### config.mk
export PLATFORM = sky130hd
export DESIGN_NAME = div_unit_flat
export DESIGN_NICKNAME = d
export VERILOG_FILES = /design/src/rtl/div_unit_pkg.sv /design/src/rtl/div_unit_if.sv /design/src/rtl/div_unit_step.sv /design/src/rtl/div_unit.sv /design/src/flat_wrapper.sv
export SDC_FILE = /design/constraint.sdc
export NUM_CORES = 1
export LEC_CHECK = 0
export BUFFER_PORTS_ARGS = -buffer_cell sky130_fd_sc_hd__buf_2
export CAP_MARGIN = 40
export CORE_ASPECT_RATIO = 1.25
export CORE_MARGIN = 2
export CORE_UTILIZATION = 44
export DETAILED_ROUTE_END_ITERATION = 6
export GPL_TIMING_DRIVEN = 1
export PLACE_DENSITY_LB_ADDON = 0.08
export SYNTH_ARGS = -nofsm -noshare
export SYNTH_HDL_FRONTEND = slang
export SYNTH_SLANG_ARGS = --single-unit
### constraint.sdc
create_clock -name clk -period 5.38 [get_ports clk]
set_input_delay 0.538 -clock clk [delete_from_list [all_inputs] [get_ports clk]]
set_output_delay 0.538 -clock clk [all_outputs]
set_load 0.02 [all_outputs]
### src/rtl/div_unit_pkg.sv
// Shared definitions for the radix-2 divider: FSM state encoding and handshake levels.
package div_unit_pkg;

  localparam int DIV_DATA_W = 32;

  typedef enum logic [1:0] {
    DIV_FREE   = 2'b00,
    DIV_BYZERO = 2'b01,
    DIV_ON     = 2'b10,
    DIV_END    = 2'b11
  } div_state_t;

  localparam logic DIV_RESULT_READY     = 1'b1;
  localparam logic DIV_RESULT_NOT_READY = 1'b0;
  localparam logic DIV_START            = 1'b1;
  localparam logic DIV_STOP             = 1'b0;

endpackage

### src/rtl/div_unit_if.sv
// EX-stage divide handshake: EX is the master, the divider is the slave.
interface div_unit_if #(parameter int DATA_W = 32);

  logic                  signed_div_i;
  logic [DATA_W-1:0]     opdata1_i;
  logic [DATA_W-1:0]     opdata2_i;
  logic                  start_i;
  logic                  annul_i;
  logic [2*DATA_W-1:0]   result_o;
  logic                  ready_o;

  modport master (
    output signed_div_i, opdata1_i, opdata2_i, start_i, annul_i,
    input  result_o, ready_o
  );

  modport slave (
    input  signed_div_i, opdata1_i, opdata2_i, start_i, annul_i,
    output result_o, ready_o
  );

endinterface

### src/rtl/div_unit_step.sv
// One restoring-division iteration: shift the remainder/quotient word left, try to
// subtract the divisor from the upper half, and record the outcome as the new quotient bit.
module div_unit_step #(
  parameter int DATA_W = 32
) (
  input  logic [2*DATA_W:0]   acc,
  input  logic [DATA_W-1:0]   divisor,
  output logic [2*DATA_W:0]   acc_next
);

  logic [DATA_W+1:0] partial;
  logic [DATA_W+1:0] diff;

  // The partial remainder keeps an extra top bit so divisors above 2^(DATA_W-1) work.
  always_comb begin
    partial  = acc[2*DATA_W:DATA_W-1];
    diff     = partial - {2'b00, divisor};
    acc_next = {acc[2*DATA_W-1:0], 1'b0};
    if (!diff[DATA_W+1]) begin
      acc_next = {diff[DATA_W:0], acc[DATA_W-2:0], 1'b1};
    end
  end

endmodule

### src/rtl/div_unit.sv
// Multi-cycle signed/unsigned divider answering the EX-stage start/ready handshake.
// Result is {remainder, quotient}; operands are sampled only when a division starts.
module div_unit
  import div_unit_pkg::*;
#(
  parameter int DATA_W = DIV_DATA_W,
  parameter int ITER   = DATA_W
) (
  input  logic       clk,
  input  logic       rst,
  div_unit_if.slave  bus
);

  localparam int CNT_W = $clog2(ITER + 1);

  div_state_t            state_q, state_d;
  logic [CNT_W-1:0]      cnt_q;
  logic [2*DATA_W:0]     acc_q, acc_next;
  logic [DATA_W-1:0]     divisor_q;
  logic                  signed_q, sign1_q, sign2_q;
  logic [2*DATA_W-1:0]   result_q, result_d;
  logic                  ready_q, ready_d;
  logic                  sign1_in, sign2_in, stop_req;
  logic [DATA_W-1:0]     quot_fix, rem_fix;

  function automatic logic [DATA_W-1:0] cond_neg(input logic neg, input logic [DATA_W-1:0] v);
    return neg ? ({DATA_W{1'b0}} - v) : v;
  endfunction

  div_unit_step #(.DATA_W(DATA_W)) u_step (
    .acc      (acc_q),
    .divisor  (divisor_q),
    .acc_next (acc_next)
  );

  assign sign1_in = bus.signed_div_i & bus.opdata1_i[DATA_W-1];
  assign sign2_in = bus.signed_div_i & bus.opdata2_i[DATA_W-1];
  assign stop_req = bus.annul_i | (bus.start_i == DIV_STOP);

  always_ff @(posedge clk or negedge rst) begin
    if (!rst) state_q <= DIV_FREE;
    else      state_q <= state_d;
  end

  always_comb begin
    state_d = state_q;
    case (state_q)
      DIV_FREE: begin
        if (bus.start_i == DIV_START && !bus.annul_i) begin
          state_d = (bus.opdata2_i == '0) ? DIV_BYZERO : DIV_ON;
        end
      end
      DIV_BYZERO: state_d = stop_req ? DIV_FREE : DIV_END;
      DIV_ON: begin
        if (stop_req)                           state_d = DIV_FREE;
        else if (cnt_q == CNT_W'(ITER - 1))     state_d = DIV_END;
      end
      DIV_END: if (stop_req) state_d = DIV_FREE;
      default: state_d = DIV_FREE;
    endcase
  end

  // Sign correction applies on the final step, using the signs latched at start.
  always_comb begin
    quot_fix = cond_neg(sign1_q ^ sign2_q, acc_next[DATA_W-1:0]);
    rem_fix  = cond_neg(sign1_q, acc_next[2*DATA_W-1:DATA_W]);
    ready_d  = DIV_RESULT_NOT_READY;
    result_d = '0;
    if (state_d == DIV_END) begin
      ready_d = DIV_RESULT_READY;
      case (state_q)
        DIV_ON:  result_d = {rem_fix, quot_fix};
        DIV_END: result_d = result_q;
        default: result_d = '0;
      endcase
    end
  end

  always_ff @(posedge clk or negedge rst) begin
    if (!rst) begin
      cnt_q     <= '0;
      acc_q     <= '0;
      divisor_q <= '0;
      signed_q  <= 1'b0;
      sign1_q   <= 1'b0;
      sign2_q   <= 1'b0;
      result_q  <= '0;
      ready_q   <= DIV_RESULT_NOT_READY;
    end else begin
      if (state_q == DIV_FREE && state_d == DIV_ON) begin
        cnt_q     <= '0;
        acc_q     <= {{(DATA_W+1){1'b0}}, cond_neg(sign1_in, bus.opdata1_i)};
        divisor_q <= cond_neg(sign2_in, bus.opdata2_i);
        signed_q  <= bus.signed_div_i;
        sign1_q   <= sign1_in;
        sign2_q   <= sign2_in;
      end else if (state_q == DIV_ON) begin
        acc_q <= acc_next;
        cnt_q <= cnt_q + 1'b1;
      end
      result_q <= result_d;
      ready_q  <= ready_d;
    end
  end

  assign bus.result_o = result_q;
  assign bus.ready_o  = ready_q;

endmodule
### src/flat_wrapper.sv
// flat-port wrapper written by rule: the top's interface ports become plain ports
module div_unit_flat import div_unit_pkg::*;
#(
  parameter int DATA_W = DIV_DATA_W,
  parameter int ITER   = DATA_W
)
  (clk, rst, bus_signed_div_i, bus_opdata1_i, bus_opdata2_i, bus_start_i, bus_annul_i, bus_result_o, bus_ready_o);
  div_unit_if #(.DATA_W(DATA_W)) bus_i ();
  input  logic clk;
  input  logic rst;
  input wire logic [$bits(bus_i.signed_div_i)-1:0] bus_signed_div_i;
  input wire logic [$bits(bus_i.opdata1_i)-1:0] bus_opdata1_i;
  input wire logic [$bits(bus_i.opdata2_i)-1:0] bus_opdata2_i;
  input wire logic [$bits(bus_i.start_i)-1:0] bus_start_i;
  input wire logic [$bits(bus_i.annul_i)-1:0] bus_annul_i;
  output wire logic [$bits(bus_i.result_o)-1:0] bus_result_o;
  output wire logic [$bits(bus_i.ready_o)-1:0] bus_ready_o;
  assign bus_i.signed_div_i = bus_signed_div_i;
  assign bus_i.opdata1_i = bus_opdata1_i;
  assign bus_i.opdata2_i = bus_opdata2_i;
  assign bus_i.start_i = bus_start_i;
  assign bus_i.annul_i = bus_annul_i;
  assign bus_result_o = bus_i.result_o;
  assign bus_ready_o = bus_i.ready_o;
  div_unit #(.DATA_W(DATA_W), .ITER(ITER)) u_core (.clk(clk), .rst(rst), .bus(bus_i));
endmodule
==> impl_metrics.toml, run 1 <==
[final_layout]
drive_above_1_share = 0.133
area_growth_pct = 13.1
finish.utilization = 0.502
fin_nets = 1643
diodes = 0

[global_routing]
grt_use_total = 0.243
first_global_vias = 10200
overflow = 0
antenna_found_initial = 0
grt_max_degree = 75
grt_pass1_wl_um = 54800

[die]
rows = 67
die_h_um = 187
pin_count = 134
core_um2 = 26700
dieArea_um2 = 28200
die_x_um = 151
initial_core_util = 0.444

[sta]
finalHoldViolCount = 0
fmax_mhz = 206
post-route-min-period_ns = 4.84
setup_tns_ns = 0
period_share = 0.900
whs_ns = 0.117
worst_pin_slew_ns = 0.855
rsz0062_at_grt = "false"
setup_viol = 0
slew_headroom = 0.422
drv_slew = 0
fin_skew_ns = 0.00691

[critical_path]
worst_ep_arrival_time_ns = 5.16
crit_start = "u_core.acc_q[34]"
r2r_slack_ns = 0.54
crit_path_end_kind = "register"
path_class = "reg -> reg"
timing.rr.end = "u_core.bus.result_o[62]"
reg2reg_from = "u_core.acc_q[34]"
crit_fanout = 9
cp.required_ns = 5.70
r2r_cells = 16
worstSetupStartpointType = "register"

[placement]
portBuffers = 133
hpwl_um = 25500
gp_congestion = 0.936

[routing]
vias = 10700
drc = 0
drt-total-wl_um = 33700
wl_per_cell_um = 17.8
first_iter_violations = 701
drtPass1Iterations = 6
vias_per_cell = 5.67
ant_nets = 0

[logic_synthesis]
synthFlopType = "dfrtp_1"
ys_ff_latch = 172
yosysTopAreaCellShare = 0.364
syn_nets = 1547
synth_top_family_by_area = "compound AO/OA/AOI/OAI gates"
synth-edff-count = 0
synth_compound_area_frac = 0.228
syn_inst = 1440
synth_seq_area_share = 0.364
ys_types = 73
yosys-mux-area-fraction = 0.0249
synth.most_common_cell = "nand2_1"
avgSynthCellArea_um2 = 8.21
yosys.area.top_type = "dfrtp_1"
synth_xor_area_frac = 0.109
yosys_warnings = 0
yosys-top-cells-area = "dfrtp_1, o21ai_0, xnor2_1, nand2_1, xor2_1"
synthSimpleGateAreaFrac = 0.180
synthAdderAreaFrac = 0.0408
async_reset_ff_frac = 1.00
synth_common_cells = "nand2_1, o21ai_0, dfrtp_1, nor2_1, a21oi_1"
netlist_area_um2 = 11800

[outcome]
status = "completed"

[cts]
cts.htree.levels = 4
root_buffer = "clkbuf_16"
cts_sinks = 172
numCtsBuffers = 17
clkTransAtPathRegs_ns = 0.07
post-cts-setup-buffer-count = 0
insertion_delay_ns = 0.44
clock_path_buffers = 2
cts_tree = "yes"
postCtsHoldBufs = 0

[run]
cap_violations = 0

[power_and_ir_drop]
leakagePower_nw = 6.16
ir_worst_vdd_uv = 345
power_switching_mw = 3.23
p_comb_frac = 0.568
clkPwrFrac = 0.180
seq_power_share = 0.251
power.density_nw_per_um2 = 513
p_int_mw = 3.62
p_sw_frac = 0.472

[hold_path]
holdCritPathClass = "in -> async"
==> critical path, stage by stage, from the launching register on <==
cell      delay [ns]
dfrtp_1         0.47
ha_1            0.47
nand2_1         0.09
a211oi_1        0.50
o211ai_1        0.19
a31oi_1         0.36
o21a_2          0.26
nor2_4          0.06
inv_1           0.18
mux2i_1         0.33
ha_1            0.26
nand3b_1        0.14
or4_1           0.45
a21oi_2         0.39
and3_1          0.22
a211oi_1        0.07
a211o_1         0.27
==> cell usage in the layout, fill, tap and decap left out, drive strengths merged, types with 7 or more instances in the layout <==
cell,Yosys,final
nand3,48,48
a31oi,13,13
nor3,33,33
o211ai,8,8
inv,84,85
ha,37,37
nor4,16,16
a21oi,97,97
nand2,193,193
nor2,97,97
buf,25,151
xnor2,87,87
or4,10,10
a211oi,11,11
o41ai,8,8
o21ai,195,195
a21o,10,10
nand2b,10,10
a222oi,30,30
o31ai,23,23
dfrtp,172,172
clkbuf,49,19
xor2,60,60
mux2i,26,26
and2,7,7
or3,10,10
nand4,7,7
==> per-stage QoR <==
| step | std cells | worst slack [ns] | area (um^2) | power, mW |
|---|---|---|---|---|
| after global routing | 1891 | 0.174 | 13400 | 7.38 |
| after global placement | 1860 | 0.551 | 12800 | 5.57 |
| final | 1891 | 0.537 | 13400 | 6.86 |
| after CTS | 1891 | 0.373 | 13400 | 6.84 |
| after floorplan | 1440 | 0.657 | 11800 | 4.56 |
| after detailed placement | 1862 | 0.400 | 12800 | 5.57 |
==> layer usage <==
| layer | track usage | share of wire |
|---|---|---|
| met1 | 0.331 | 0.46 |
| met2 | 0.406 | 0.48 |
| met3 | 0.0300 | 0.044 |
| met4 | 0.0690 | 0.020 |
| met5 | 0 | 0 |
==> sequential cells by signal, summed over array words and instances, names as in the netlist <==
name and count:
u_core.acc_q 65, u_core.state_q 2, u_core.bus.result_o 64, u_core.sign1_q 1, u_core.cnt_q 6, u_core.sign2_q 1, u_core.divisor_q 32, u_core.bus.ready_o 1
==> power by group through the flow <==
stage	combinational, mW	clock, mW	sequential (mW)
after global placement	3.84	0	1.73
after floorplan	2.90	0	1.65
after global routing	4.30	1.32	1.75
final	3.90	1.24	1.72
after CTS	3.85	1.27	1.72
after detailed placement	3.83	0	1.74
==> worst max-delay path by stage <==
stage / to / slack (ns) / depth (start not counted)
detailed placement: u_core.bus.result_o[62] / 0.40 / 16
global placement: u_core.bus.result_o[62] / 0.55 / 16
CTS: u_core.bus.result_o[62] / 0.37 / 16
global route: u_core.bus.result_o[58] / 0.17 / 18
floorplan: u_core.bus.result_o[62] / 0.66 / 18
finish: u_core.bus.result_o[62] / 0.54 / 16
==> what timing repair did <==
item / CTS / global route
setup endpoints to repair: 0 / 3
endpoints found under the hold margin: 0 / 0
gates resized for setup: 0 / 1
==> kinds of logic after synthesis <==
logic type / count (synthesis)
compound gates: 437
xor+xnor: 147
fa+ha+maj: 38
buf+inv: 158
flops: 172
mux: 29
simple gates: 459
==> final cells by class <==
| cell class | count | area, um^2 |
|---|---|---|
| clock inverter | 10 | 119 |
| tap | 345 | 432 |
| fill | 2659 | 13300 |
| multi-input combinational | 1110 | 6920 |
| timing repair buffer | 151 | 835 |
| sequential | 172 | 4300 |
| inverter | 84 | 315 |
| clock buffer | 19 | 453 |
Power figures use the tool's default switching activity.
==> inputs of run 2 (changes only) <==
--- a/config.mk
+++ b/config.mk
@@ -9,10 +9,11 @@
 export CAP_MARGIN = 40
 export CORE_ASPECT_RATIO = 1.25
 export CORE_MARGIN = 2
-export CORE_UTILIZATION = 44
+export CORE_UTILIZATION = 55
 export DETAILED_ROUTE_END_ITERATION = 6
 export GPL_TIMING_DRIVEN = 1
 export PLACE_DENSITY_LB_ADDON = 0.08
+export SKIP_CTS_REPAIR_TIMING = 1
 export SYNTH_ARGS = -nofsm -noshare
 export SYNTH_HDL_FRONTEND = slang
 export SYNTH_SLANG_ARGS = --single-unit
==> run 2 against run 1 <==
Against the previous run: clock power is 3% lower; routed wire length down 7.4%; flip-flop and latch count unchanged; final cell count shrank 3.4%; clock-buffer cell count decreased by 1; via count up 0.70%; sequential share of layout area increased by 0.20 points; first-iteration DRC count increased by 1.1%; non-clock buffer count shrank 1; utilization increased by 12 points; critical path type unchanged; largest cell class unchanged; largest power group unchanged.
==> impl_metrics.toml, run 2 (synthesis results as in run 1) <==
[global_routing]
grt_use_total = 0.282
grt_pass1_wl_um = 51600
first_global_vias = 10300
antenna_found_initial = 0
overflow = 0
grt_max_degree = 70

[die]
initial_core_util = 0.555
die_h_um = 168
pin_count = 134
rows = 60
die_x_um = 135
dieArea_um2 = 22700
core_um2 = 21300

[final_layout]
fill_cells = 1938
largest_reg_flops = 65
diodes = 0
fin_nets = 1642
final_cell_mix = "nand2_1, o21ai_0, dfrtp_1"
drive_above_1_share = 0.134
regArea_um2 = 4300
final_common_cell = "nand2_1"
area_growth_pct = 12.4
regMostFlops = "u_core.acc_q"
multi_input_area_um2 = 6920

[sta]
fmax_mhz = 201
worst_pin_slew_ns = 0.764
setup_viol = 0
drv_slew = 0
fin_skew_ns = 0.0198
slew_headroom = 0.484
whs_ns = 0.0887
finalHoldViolCount = 0
setup_tns_ns = 0
post-route-min-period_ns = 4.97
worst_slack_ns = 0.407
period_share = 0.924
rsz0062_at_grt = "false"

[power_and_ir_drop]
power_switching_mw = 3.18
p_int_mw = 3.54
leakagePower_nw = 6.16
seq_power_share = 0.257
finalPower_mw = 6.71
power.density_nw_per_um2 = 505
p_comb_frac = 0.564
clkPwrFrac = 0.179
p_sw_frac = 0.473
ir_worst_vdd_uv = 299

[critical_path]
critical-path-max-stage-delay_ns = 0.48
path_class = "reg -> reg"
cp.required_ns = 5.69
r2r_slack_ns = 0.41
worstSetupStartpointType = "register"
r2r_cells = 16
crit_fanout = 11
crit_start = "u_core.acc_q[34]"
path_cells = "ha_1, nand2_1, a211oi_1, o211ai_1, a31oi_1, o21a_2, nor2_4, inv_1, mux2i_1, ha_1, nand3b_1, or4_1, a21oi_2, and3_1, a211oi_1, a211o_1"
crit_path_end_kind = "register"
slowest_stage = "ha_1"
reg2reg_from = "u_core.acc_q[34]"
timing.rr.end = "u_core.bus.result_o[62]"
worst_ep_arrival_time_ns = 5.28

[routing]
vias = 10800
drt-total-wl_um = 31200
wl_per_cell_um = 17.1
drc = 0
ant_nets = 0
vias_per_cell = 5.91
first_iter_violations = 709
drtPass1Iterations = 7

[cts]
numCtsBuffers = 17
cts_sinks = 172
cts_tree = "yes"
root_buffer = "clkbuf_16"
insertion_delay_ns = 0.45
clock_path_buffers = 2
clkTransAtPathRegs_ns = 0.07
cts.htree.levels = 4

[placement]
gp_congestion = 0.922
portBuffers = 133
hpwl_um = 23700
pre_cts_slack_ns = 0.302

[hold_path]
holdCritPathClass = "in -> async"

[run]
cap_violations = 0

[outcome]
status = "completed"
-- run 2: cell types whose count changed in the layout (fill, tap and decap cells not counted), moves of 2 or more --
cell | before | now
bufinv_16 | 2 | 0
clkinv_4 | 2 | 4
clkinv_8 | 0 | 2
inv_6 | 1 | 4
-- run 2: worst max path at each step --
stage	end	depth (start not counted)	slack, ns
after global routing	u_core.bus.result_o[62]	18	0.04
after floorplan	u_core.bus.result_o[62]	18	0.66
final	u_core.bus.result_o[62]	16	0.41
after global placement	u_core.bus.result_o[62]	16	0.43
after detailed placement	u_core.bus.result_o[62]	16	0.30
after CTS	u_core.bus.result_o[62]	16	0.26
-- run 2: routing by layer --
metal | global-route usage | wire length, um | part of all wire
met2 | 0.472 | 15100 | 0.48
met1 | 0.376 | 13700 | 0.44
met4 | 0.108 | 879 | 0.028
met5 | 0 | 0 | 0
met3 | 0.0313 | 1510 | 0.048
-- run 2: worst max-delay path, delay by kind of cell, from the launching register on --
family                   cells  cell delay, ns
AND/OR/NAND/NOR              5            0.97
buffers and inverters        1            0.33
flip-flops                   1            0.46
multiplexers                 1            0.34
adder cells (fa/ha/maj)      2            0.73
AO/OA/AOI/OAI                7            2.00
-- run 2: area by class of cell --
class | instances | share of cell area
multi-input cells | 1110 | 0.520
flip-flops and latches | 172 | 0.324
repair buffers | 150 | 0.0626
clock buffers | 18 | 0.0330
well taps | 279 | 0.0263
inverters | 84 | 0.0237
clock inverters | 14 | 0.0101
-- run 2: per-stage QoR --
step,cells,instance area [um^2],util
2_1_floorplan,1440,11800,-
3_3_place_gp,1793,12700,0.594
3_5_place_dp,1795,12700,0.596
4_1_cts,1827,13300,0.623
5_1_grt,1827,13300,0.623
6_report,1827,13300,0.623
-- run 2: power groups by stage --
stage	clock (mW)	combinational, mW	sequential (mW)
floorplan	0	2.90	1.65
global placement	0	3.71	1.73
detailed placement	0	3.73	1.73
CTS	1.22	3.75	1.71
global route	1.27	4.22	1.75
finish	1.20	3.79	1.72
